--- config.mk ---
export PLATFORM = sky130hd
export DESIGN_NAME = neuron_mac
export DESIGN_NICKNAME = d
export VERILOG_FILES = /design/src/rtl/neuron_mac.sv
export SDC_FILE = /design/constraint.sdc
export NUM_CORES = 1
export LEC_CHECK = 0
export CORE_UTILIZATION = 25
export CTS_CLUSTER_SIZE = 10
export DETAILED_ROUTE_END_ITERATION = 10
export DONT_BUFFER_PORTS = 1
export HOLD_SLACK_MARGIN = 0.06
export PLACE_DENSITY = 0.37
export SLEW_MARGIN = 20
export SYNTH_ARGS = -nofsm -noshare
export SYNTH_HDL_FRONTEND = slang
export SYNTH_SLANG_ARGS = --single-unit
--- constraint.sdc ---
create_clock -name clk -period 17.45 [get_ports clk]
set_input_delay 2.6175 -clock clk [delete_from_list [all_inputs] [get_ports clk]]
set_output_delay 2.6175 -clock clk [all_outputs]
set_load 0.1 [all_outputs]
--- src/rtl/neuron_mac.sv ---
// Four-tap signed dot product with bias and optional ReLU.
// Weights are fetched one per cycle from an external synchronous-read register file.
//
//   state   | meaning
//   --------+------------------------------------------------------------
//   S_IDLE  | waiting for start; operands latched on the accepting edge
//   S_READ  | issue weight reads 0..3; products accumulate one cycle later
//   S_DRAIN | last product arrives; result and done register on exit
module neuron_mac #(
  parameter int RELU_EN = 1
) (
  input  logic        clk,
  input  logic        rst_n,
  input  logic        start,
  input  logic [31:0] x_data,
  input  logic [15:0] bias,
  output logic        r_en,
  output logic [1:0]  r_adr,
  input  logic [7:0]  r_data,
  output logic        busy,
  output logic        done,
  output logic [18:0] y
);

  typedef enum logic [1:0] {
    S_IDLE  = 2'd0,
    S_READ  = 2'd1,
    S_DRAIN = 2'd2
  } state_t;

  state_t             r_state;
  state_t             w_state_nxt;
  logic               w_go;
  logic [1:0]         r_cnt;
  logic               r_valid;
  logic [1:0]         r_adr_d;
  logic [31:0]        r_x;
  logic [15:0]        r_bias;
  logic signed [18:0] r_acc;
  logic [18:0]        r_y;
  logic               r_done;

  logic signed [7:0]  w_xk;
  logic signed [15:0] w_prod;
  logic signed [18:0] w_acc_nxt;
  logic signed [18:0] w_sum;
  logic [18:0]        w_res;

  always_ff @(posedge clk) begin
    if (!rst_n) r_state <= S_IDLE;
    else        r_state <= w_state_nxt;
  end

  always_comb begin
    w_state_nxt = r_state;
    w_go        = 1'b0;
    r_en        = 1'b0;
    r_adr       = 2'd0;
    busy        = 1'b0;
    case (r_state)
      S_IDLE: begin
        if (start) begin
          w_go        = 1'b1;
          w_state_nxt = S_READ;
        end
      end
      S_READ: begin
        r_en  = 1'b1;
        r_adr = r_cnt;
        busy  = 1'b1;
        if (r_cnt == 2'd3) w_state_nxt = S_DRAIN;
      end
      S_DRAIN: begin
        busy        = 1'b1;
        w_state_nxt = S_IDLE;
      end
      default: w_state_nxt = S_IDLE;
    endcase
  end

  // Activation paired with the weight that is arriving now (address from last cycle).
  always_comb begin
    w_xk = r_x[7:0];
    case (r_adr_d)
      2'd0: w_xk = r_x[7:0];
      2'd1: w_xk = r_x[15:8];
      2'd2: w_xk = r_x[23:16];
      2'd3: w_xk = r_x[31:24];
      default: w_xk = r_x[7:0];
    endcase
  end

  assign w_prod    = $signed(r_data) * w_xk;
  assign w_acc_nxt = r_acc + {{3{w_prod[15]}}, w_prod};
  assign w_sum     = w_acc_nxt + {{3{r_bias[15]}}, r_bias};
  assign w_res     = ((RELU_EN != 0) && w_sum[18]) ? 19'd0 : w_sum;

  always_ff @(posedge clk) begin
    if (!rst_n) begin
      r_cnt   <= 2'd0;
      r_valid <= 1'b0;
      r_adr_d <= 2'd0;
      r_x     <= 32'd0;
      r_bias  <= 16'd0;
      r_acc   <= 19'sd0;
      r_y     <= 19'd0;
      r_done  <= 1'b0;
    end else begin
      r_valid <= r_en;
      r_adr_d <= r_adr;
      r_done  <= (r_state == S_DRAIN);
      if (w_go) begin
        r_x    <= x_data;
        r_bias <= bias;
        r_acc  <= 19'sd0;
        r_cnt  <= 2'd0;
      end else begin
        if (r_state == S_READ) r_cnt <= r_cnt + 2'd1;
        if (r_valid)           r_acc <= w_acc_nxt;
      end
      // The final product is folded in directly so y lands on the DRAIN exit edge.
      if (r_state == S_DRAIN) r_y <= w_res;
    end
  end

  assign done = r_done;
  assign y    = r_y;

endmodule

==> results of run 1 <==
[area by class of cell]
| class | count | share of cell area [%] |
|---|---|---|
| Multi-Input combinational cell | 707 | 64.7 |
| Clock buffer | 9 | 2.59 |
| Sequential cell | 93 | 21.4 |
| Clock inverter | 7 | 0.862 |
| Timing Repair Buffer | 5 | 0.431 |
| Tap cell | 402 | 5.78 |
| Inverter | 98 | 4.22 |
[worst paths after layout]
path	from	endpoint	slack, ns
worst max-delay path	r_data[5]	y[14]	7.46
worst min-delay path	r_x[20]	r_x[20]	0.46
worst max register to register	r_adr_d[0]	y[14]	7.92
worst min register to register	r_x[20]	r_x[20]	0.46
[metrics by stage]
| step | util [%] | instances | power, mW |
|---|---|---|---|
| after floorplan | - | 933 | 0.593 |
| after global placement | 26.6 | 1305 | 0.695 |
| after detailed placement | 26.6 | 1305 | 0.691 |
| after CTS | 27.6 | 1321 | 0.905 |
| after global routing | 27.6 | 1321 | 0.963 |
| final | 27.6 | 1321 | 0.884 |
[layer usage]
| layer | routed length (um) | share of wire, % | global-route usage [%] |
|---|---|---|---|
| met1 | 10100 | 49 | 17.9 |
| met2 | 9620 | 46 | 20.9 |
| met3 | 758 | 3.6 | 2.54 |
| met4 | 276 | 1.3 | 3.32 |
| met5 | 0 | 0 | 0 |
[where the power goes]
part           switching (mW)  internal, mW
clock network           0.104         0.102
logic                   0.280         0.166
registers             0.00788         0.225
[sequential cells by signal, indices dropped and copies added (netlist names)]
signal,cells
r_acc,19
r_bias,16
r_x,32
done,1
y,18
r_adr_d,2
r_valid,1
r_cnt,2
r_state,2
[cell families (layout without fill, tap and decap cells)]
logic type / after synthesis / count (layout) / synth area share, %
muxes: 28 / 28 / 4.60
buffers and inverters: 133 / 119 / 6.59
adders and majority gates: 127 / 127 / 25.1
and+or+nand+nor: 321 / 321 / 18.8
DFF: 93 / 93 / 23.2
AOI/OAI and AO/OA: 190 / 190 / 17.3
xor gates and xnor gates: 40 / 40 / 4.37
other: 1 / 1 / 0.0467
[worst min-delay path: stages (launching register included)]
cell and delay [ns]:
sky130_fd_sc_hd__dfxtp_1 0.32, sky130_fd_sc_hd__nand2_1 0.04, sky130_fd_sc_hd__a21boi_0 0.06
[placed cells by master, fill, tap and decap left out, types with 9 or more instances in the layout]
cell,instances
sky130_fd_sc_hd__and2_1,42
sky130_fd_sc_hd__o21ai_0,23
sky130_fd_sc_hd__nor2_1,50
sky130_fd_sc_hd__a211oi_1,18
sky130_fd_sc_hd__xnor2_1,32
sky130_fd_sc_hd__inv_1,97
sky130_fd_sc_hd__mux2i_1,20
sky130_fd_sc_hd__ha_1,70
sky130_fd_sc_hd__dfxtp_1,93
sky130_fd_sc_hd__a21boi_0,50
sky130_fd_sc_hd__nand2_1,146
sky130_fd_sc_hd__fa_1,57
sky130_fd_sc_hd__nand3_1,17
sky130_fd_sc_hd__nor4_1,12
sky130_fd_sc_hd__a21oi_1,27
sky130_fd_sc_hd__clkbuf_16,9
sky130_fd_sc_hd__nand2b_1,9
sky130_fd_sc_hd__a21o_1,9
sky130_fd_sc_hd__o21bai_1,9
sky130_fd_sc_hd__a211o_1,15
==> out/results.md, run 1 <==
* finished, final reports clean — run status
* 93 — total clock sinks
* 6171 — via count
* sky130_fd_sc_hd__dfxtp_1 — cell taking the most area after synthesis
* 8710 um2 — Finished Cell Area
* 3445 — number of filler instances in the final layout
* 0 — max-capacitance violation count
* 1100 — Post-layout nets
* 0.36 ns — latest clock arrival within the worst-skew pair
* 16100 um — hpwl dp
* no — RSZ-0062 raised after global routing
* 147 x sky130_fd_sc_hd__nand2_1, 97 x sky130_fd_sc_hd__inv_1, 93 x sky130_fd_sc_hd__dfxtp_1 — cell types with the highest counts after synthesis
* 2 — buffers from clock root to sink, at most
* 0 — total global routing overflow
* 13.1% — total routing usage reported by global routing
* 0.0000555 V — Max rail drop VDD
* 0 — setup repair bufs after CTS
* 0 — count of input and output buffers
* 9.99 ns — shortest clock period the worst path allows after layout
* 0 — initial antenna violation count
* 8.51% — area growth from synthesis to final layout
* 0 ns — Setup Total Neg Slack
* 31.3% — relative slew slack
* primary input — startpoint types
* 15.7 um — average wire length per cell after detail routing
* 65 — Placement Rows
* 4 — crit path buf inv count
* 0% — share of flip-flops with an asynchronous set or reset after synthesis
* 0 — post-cts gate resize count
* 0 — count of antenna diodes in the layout
* 60 — number of distinct standard cells referenced by the synthesized netlist
* 23.2% — area share of the leading cell type in the synthesized netlist
* flip-flop to flip-flop — class of the tightest hold or removal check
* 5640 um2 — Multi-input gate area
* 0 — Fin. Hold Viols
* 8410 um2 — total placed instance area
* 0 — EDFF count, synth
* 933 — number of instances in the synthesized netlist
* 32 — Register-to-Register Path Depth
* 10.24 ns — Worst Path Arrival
* 2 — number of cells on the worst hold path
* 57 — largest net degree at the start of global routing
* 0.464 ns — WHS
* 32800 um2 — Die Footprint
* sky130_fd_sc_hd__clkbuf_16 — clk root buf
* 0 — Remaining DRCs
* 0 — hold_buf cts
* 0.0208 ns — Worst Skew
* 25.4% — Initial Util
* 5 — Initial DRT Pass Iterations
* 242 — First DRT Iteration DRCs
* flip-flop — Critical Path End Type
* 0.08 ns — clock transition at the register clock pins on the worst setup and hold paths after CTS
* 1119 — Net Count, Synth
* 7.07 ns — Setup WS pre-CTS
* adder cells — top cell family by delay on the critical path
* 5.01% — proportion of layout cells with a drive suffix above 1
* done — CTS tree
* 181 um — floorplan die width
* 6189 — vias in the first global route
* 8.60 um2 — Avg Inst Size Synth
* 57.2% — ratio of final minimum period to clock period
* 0.100 GHz — Fmax achieved
* 1.03 ns — worst-margin pin slew
* primary input to flip-flop — CP Class
* 8030 um2 — post-synthesis cell area
* sky130_fd_sc_hd__dfxtp_1 23%, sky130_fd_sc_hd__fa_1 14%, sky130_fd_sc_hd__ha_1 11%, sky130_fd_sc_hd__nand2_1 6.9%, sky130_fd_sc_hd__a21boi_0 4.7% — Area contributors post-synth
* 0 — Final Max Slew Viols
* 0 — antenna-violating nets left
* 34000 um — wire length of the first global-routing pass
* 181 um — die span in y
* 83 — Top-Level Pins
* 1860 um2 — FF+latch area
* 17.70 ns — CP required
* 0.64 ns — Crit path largest cell delay
* 31600 um2 — core box area
* 18 — critical path fanouts, max
* 0 — warnings from Yosys
* sky130_fd_sc_hd__or3_1 — Slowest-stage cell, CP
* 23.2% — sequential fraction of the synthesis area
* sky130_fd_sc_hd__nand2_1 — dominant cell by count in the synthesized netlist
* 101 nW/um2 — Cell Pwr Density
* 4.67 — via density per instance
* 3 — H-tree level count
* 0 — setup violators final
* 3.76 nW — leakage power
* 31 — cell count along the critical path
* 93 — synthesis-stage register bit count
* 7.46 ns — slack of the critical path
* 0.740 — global placer's final weighted congestion
* sky130_fd_sc_hd__dfxtp_1 — dominant register cell in the synthesized netlist
* 9 — number of buffers created by CTS
* 20800 um — wire length after detailed routing
No activity file was read; power rests on OpenSTA's default activity.
==> inputs of run 2 (changes only) <==
--- a/config.mk
+++ b/config.mk
@@ -5,12 +5,13 @@
 export SDC_FILE = /design/constraint.sdc
 export NUM_CORES = 1
 export LEC_CHECK = 0
+export ABC_AREA = 1
 export CORE_UTILIZATION = 25
 export CTS_CLUSTER_SIZE = 10
 export DETAILED_ROUTE_END_ITERATION = 10
 export DONT_BUFFER_PORTS = 1
 export HOLD_SLACK_MARGIN = 0.06
-export PLACE_DENSITY = 0.37
+export PLACE_DENSITY = 0.39
 export SLEW_MARGIN = 20
 export SYNTH_ARGS = -nofsm -noshare
 export SYNTH_HDL_FRONTEND = slang
==> constraint.sdc (replaced) <==
create_clock -name clk -period 8.2 [get_ports clk]
set_input_delay 1.23 -clock clk [delete_from_list [all_inputs] [get_ports clk]]
set_output_delay 1.23 -clock clk [all_outputs]
set_load 0.1 [all_outputs]
==> out/results.md, run 2 <==
* finished, final reports clean — run status
* 93 — synthesis-stage register bit count
* 14.6 um — average wire length per cell after detail routing
* 0.07 ns — clock transition at the register clock pins on the worst setup and hold paths after CTS
* 4.39 — via density per instance
* y[8] — capturing element of the worst setup path
* 93.2% — ratio of final minimum period to clock period
* 5 — Initial DRT Pass Iterations
* done — CTS tree
* 7.14 um2 — Avg Inst Size Synth
* 38 — Register-to-Register Path Depth
* 0.00872 ns — Worst Skew
* 7.84 ns — Worst Path Arrival
* 9 — critical path fanouts, max
* 0 — Fin. Hold Viols
* 33.6% — relative slew slack
* 0.36 ns — latest clock arrival within the worst-skew pair
* 32 — max FFs per register
* 83 — Top-Level Pins
* 13.8% — area growth from synthesis to final layout
* 3485 — number of filler instances in the final layout
* 181 um — die span in y
* flip-flop — startpoint types
* r_adr_d[1] — startpoint of the most critical register-to-register path
* 0 — Remaining DRCs
* 0 — max-capacitance violation count
* 8.41 ns — CP required
* flip-flop to flip-flop — class of the tightest hold or removal check
* 0 — warnings from Yosys
* 9 — number of buffers created by CTS
* 65 — Placement Rows
* 8030 um2 — post-synthesis cell area
* sky130_fd_sc_hd__nor2_1 — most common cell after layout, fill and taps aside
* 209 x sky130_fd_sc_hd__nor2_1, 188 x sky130_fd_sc_hd__nand2_1, 171 x sky130_fd_sc_hd__inv_1 — cell types with the highest counts after synthesis
* sky130_fd_sc_hd__nor2_1 — dominant cell by count in the synthesized netlist
* 36900 um — wire length of the first global-routing pass
* 9130 um2 — Finished Cell Area
* 0 — Final Max Slew Viols
* 1310 — Net Count, Synth
* r_x — Most flops, register
* 0 — count of input and output buffers
* 0% — share of flip-flops with an asynchronous set or reset after synthesis
* 0.56 ns — internal reg-to-reg setup slack
* 205 x sky130_fd_sc_hd__nor2_1, 187 x sky130_fd_sc_hd__nand2_1, 169 x sky130_fd_sc_hd__inv_1 — leading cell types in the layout, fill and taps excluded
* 0 — count of antenna diodes in the layout
* r_adr_d[1] — worst setup path start
* flip-flop to flip-flop — CP Class
* 0 — hold_buf cts
* 0.54 ns — Crit path largest cell delay
* flip-flop — Critical Path End Type
* 28.9% — Core Util, Final
* 22600 um — wire length after detailed routing
* 0 — total global routing overflow
* 1549 — number of standard cells in the final layout excluding fillers
* 3 — H-tree level count
* 6898 — vias in the first global route
* 32800 um2 — Die Footprint
* 0.131 GHz — Fmax achieved
* 23.2% — sequential fraction of the synthesis area
* 31600 um2 — core box area
* 6801 — via count
* y[8] — terminus of the critical flop-to-flop path
* 1522 — Placed Cells
* 0.831 — global placer's final weighted congestion
* 2 — buffers from clock root to sink, at most
* sky130_fd_sc_hd__fa_1 — Slowest-stage cell, CP
* 14.3% — total routing usage reported by global routing
* 7.64 ns — shortest clock period the worst path allows after layout
* sky130_fd_sc_hd__dfxtp_1 — cell taking the most area after synthesis
* sky130_fd_sc_hd__clkbuf_16 — clk root buf
* 181 um — floorplan die width
* 54 — largest net degree at the start of global routing
* sky130_fd_sc_hd__dfxtp_1 — dominant register cell in the synthesized netlist
* 0 — initial antenna violation count
* 93 — total clock sinks
* 0.475 ns — WHS
* 319 — First DRT Iteration DRCs
* 1124 — number of instances in the synthesized netlist
* 0 — antenna-violating nets left
* 8580 um2 — total placed instance area
* 43 — number of distinct standard cells referenced by the synthesized netlist
* sky130_fd_sc_hd__dfxtp_1 23%, sky130_fd_sc_hd__fa_1 14%, sky130_fd_sc_hd__ha_1 11%, sky130_fd_sc_hd__nor2_1 9.8%, sky130_fd_sc_hd__nand2_1 8.8% — Area contributors post-synth
* 0 — EDFF count, synth
* 0.995 ns — worst-margin pin slew
* 23.2% — area share of the leading cell type in the synthesized netlist
* 25.4% — Initial Util
* 0 — setup violators final
* 1328 — Post-layout nets
* 10.2% — proportion of layout cells with a drive suffix above 1
* sky130_fd_sc_hd__inv_1 — most frequent cell on the critical path
* 18200 um — hpwl dp
-- run 2: worst max-delay path: cells and delay by family (launching register included) --
| kind | cells | cell delay, ns |
|---|---|---|
| AO/OA/AOI/OAI | 10 | 1.49 |
| XOR/XNOR | 2 | 0.33 |
| adder cells (fa/ha/maj) | 7 | 3.13 |
| buffers and inverters | 10 | 0.96 |
| flip-flops | 1 | 0.35 |
| AND/OR/NAND/NOR | 9 | 1.25 |
-- run 2: metrics by stage --
stage	TNS (ns)	setup slack, ns
final	0	0.561
after global routing	-0.0150	-0.0106
after CTS	0	0.0997
after detailed placement	0	0.0131
after global placement	0	0.149
after floorplan	0	0.631
-- run 2: per-layer routing --
layer | routed length (um) | part of all wire (%) | vias up | GRT usage [%]
li1 | - | - | 3588 | -
met1 | 11500 | 51 | 3112 | 20.2
met2 | 10300 | 46 | 88 | 23.1
met3 | 597 | 2.6 | 13 | 1.79
met4 | 191 | 0.84 | 0 | 3.19
met5 | 0 | 0 | - | 0
-- run 2: cell type report --
class / count / area [um2] / area share [%]
clock buffer: 9 / 225 / 2.47
clock inverter: 7 / 91.3 / 1.00
inverter: 179 / 678 / 7.43
multi-input combinational: 828 / 5540 / 60.6
sequential: 93 / 1860 / 20.4
tap: 402 / 503 / 5.51
timing repair buffer: 31 / 234 / 2.56
-- run 2: kinds of logic after synthesis --
group,Yosys count,share of synthesized area [%]
xor gates and xnor gates,38,4.15
buffers and inverters,205,9.84
other,1,0.0467
DFF,93,23.2
and+or+nand+nor,466,23.8
AOI/OAI and AO/OA,194,13.9
adders and majority gates,127,25.1
-- run 2: how the worst min path moves through the flow --
stage	from	endpoint	slack, ns	depth (start not counted)
floorplan	r_acc[0]	r_acc[0]	0.45	2
global placement	r_acc[0]	r_acc[0]	0.46	2
detailed placement	r_acc[0]	r_acc[0]	0.46	2
CTS	r_acc[0]	r_acc[0]	0.48	2
global route	r_x[16]	r_x[16]	0.50	2
finish	r_acc[0]	r_acc[0]	0.47	2
-- run 2: timing repair --
item                                    in CTS  in global routing
pin swaps                                    0                 14
gates cloned                                 0                  3
setup buffers                                0                  8
endpoints found under the setup margin      18                 18
resized for setup                            2                 33
Power of run 2 is not shown: default switching activity piles up to over one toggle a cycle in this logic, so the estimate is an artifact.
==> inputs of run 3 (changes only) <==
--- a/config.mk
+++ b/config.mk
@@ -6,12 +6,15 @@
 export NUM_CORES = 1
 export LEC_CHECK = 0
 export ABC_AREA = 1
+export CELL_PAD_IN_SITES_DETAIL_PLACEMENT = 1
+export CELL_PAD_IN_SITES_GLOBAL_PLACEMENT = 1
+export CORE_MARGIN = 4
 export CORE_UTILIZATION = 25
 export CTS_CLUSTER_SIZE = 10
 export DETAILED_ROUTE_END_ITERATION = 10
 export DONT_BUFFER_PORTS = 1
 export HOLD_SLACK_MARGIN = 0.06
-export PLACE_DENSITY = 0.39
+export PLACE_DENSITY = 0.49
 export SLEW_MARGIN = 20
 export SYNTH_ARGS = -nofsm -noshare
 export SYNTH_HDL_FRONTEND = slang
==> out/results.md, run 3 (synthesis results as in run 2) <==
* 3 — H-tree level count
* 29.1% — Core Util, Final
* 40200 um — wire length of the first global-routing pass
* 11.9% — proportion of layout cells with a drive suffix above 1
* 0.129 GHz — Fmax achieved
* 266 — First DRT Iteration DRCs
* 4.49 — via density per instance
* 54 — largest net degree at the start of global routing
* sky130_fd_sc_hd__clkbuf_16 — clk root buf
* 19700 um — hpwl dp
* 0 — count of antenna diodes in the layout
* 14.6% — area growth from synthesis to final layout
* 0 — Remaining DRCs
* 7.77 ns — shortest clock period the worst path allows after layout
* 5 — critical path fanouts, max
* 4 — Initial DRT Pass Iterations
* done — CTS tree
* 14.1% — total routing usage reported by global routing
* 1.01 ns — worst-margin pin slew
* 32.8% — relative slew slack
* 0 — Fin. Hold Viols
* 1335 — Post-layout nets
* 0 — antenna-violating nets left
* 0.07 ns — clock transition at the register clock pins on the worst setup and hold paths after CTS
* 83 — Top-Level Pins
* 187 um — die span in y
* 0.00838 ns — Worst Skew
* sky130_fd_sc_hd__nand2_1 — most frequent cell on the critical path
* 32 — max FFs per register
* 93 — total clock sinks
* 0 — max-capacitance violation count
* flip-flop to flip-flop — class of the tightest hold or removal check
* flip-flop — Critical Path End Type
* 0 — Final Max Slew Viols
* 15.9 um — average wire length per cell after detail routing
* r_x — Most flops, register
* sky130_fd_sc_hd__nor2_1 — most common cell after layout, fill and taps aside
* flip-flop to flip-flop — CP Class
* 8.40 ns — CP required
* 0 — setup violators final
* 25.4% — Initial Util
* 1521 — Placed Cells
* 0 — initial antenna violation count
* 65 — Placement Rows
* 24700 um — wire length after detailed routing
* 35000 um2 — Die Footprint
* 9 — number of buffers created by CTS
* 31600 um2 — core box area
* 0 ns — Setup Total Neg Slack
* 0.821 — global placer's final weighted congestion
* 7.97 ns — Worst Path Arrival
* 7557 — vias in the first global route
* 187 um — floorplan die width
* 0 — count of input and output buffers
* 206 x sky130_fd_sc_hd__nor2_1, 184 x sky130_fd_sc_hd__nand2_1, 167 x sky130_fd_sc_hd__inv_1 — leading cell types in the layout, fill and taps excluded
* 6989 — via count
* flip-flop — startpoint types
* 1555 — number of standard cells in the final layout excluding fillers
* 2 — buffers from clock root to sink, at most
* 94.8% — ratio of final minimum period to clock period
* sky130_fd_sc_hd__fa_1 — Slowest-stage cell, CP
* finished, final reports clean — run status
* 0.36 ns — latest clock arrival within the worst-skew pair
* 0.55 ns — Crit path largest cell delay
* 0 — total global routing overflow
run 3: per-layer routing:
metal	track usage [%]	wire length, um	vias to the layer above
met5	0	0	-
met4	3.07	246	0
met3	2.24	804	14
met2	23.6	11500	70
met1	19.3	12200	3310
li1	-	-	3595
run 3: worst paths after layout:
path	slack (ns)	startpoint	cells after the start	end
max	0.43	r_adr_d[1]	40	y[4]
min	0.47	r_acc[0]	2	r_acc[0]
max reg2reg	0.43	r_adr_d[1]	40	y[4]
min reg2reg	0.47	r_acc[0]	2	r_acc[0]
run 3: critical path, delay by kind of cell (launching register included):
kind / cells / cell delay [ns]
adders and majority gates: 7 / 3.10
AOI/OAI and AO/OA: 11 / 1.70
and+or+nand+nor: 12 / 1.43
buffers and inverters: 8 / 0.75
DFF: 1 / 0.36
xor gates and xnor gates: 2 / 0.25
run 3: stage by stage:
stage | instance area [um2] | worst slack [ns] | hold WS, ns
final | 9200 | 0.429 | 0.473
after global routing | 9200 | -0.111 | 0.486
after CTS | 8840 | 0.0486 | 0.473
after detailed placement | 8570 | -0.0578 | 0.462
after global placement | 8570 | 0.0582 | 0.455
after floorplan | 8030 | 0.631 | 0.445
run 3: area by class of cell:
type / instances / area [um2]
clock buffers: 10 / 229
clock inverters: 5 / 42.5
fillers: 3913 / 22400
inverters: 179 / 681
multi-input cells: 829 / 5600
flip-flops and latches: 93 / 1870
well taps: 402 / 503
repair buffers: 37 / 279
run 3: repair_timing:
item                                    in CTS  in global routing
endpoints found under the setup margin      18                 18
hold buffers                                 0                  0
pin swaps                                    0                 26
buffers inserted                             0                 15
cloned                                       0                  4
resized for setup                            1                 49
Power of run 3 is left out for the same reason.
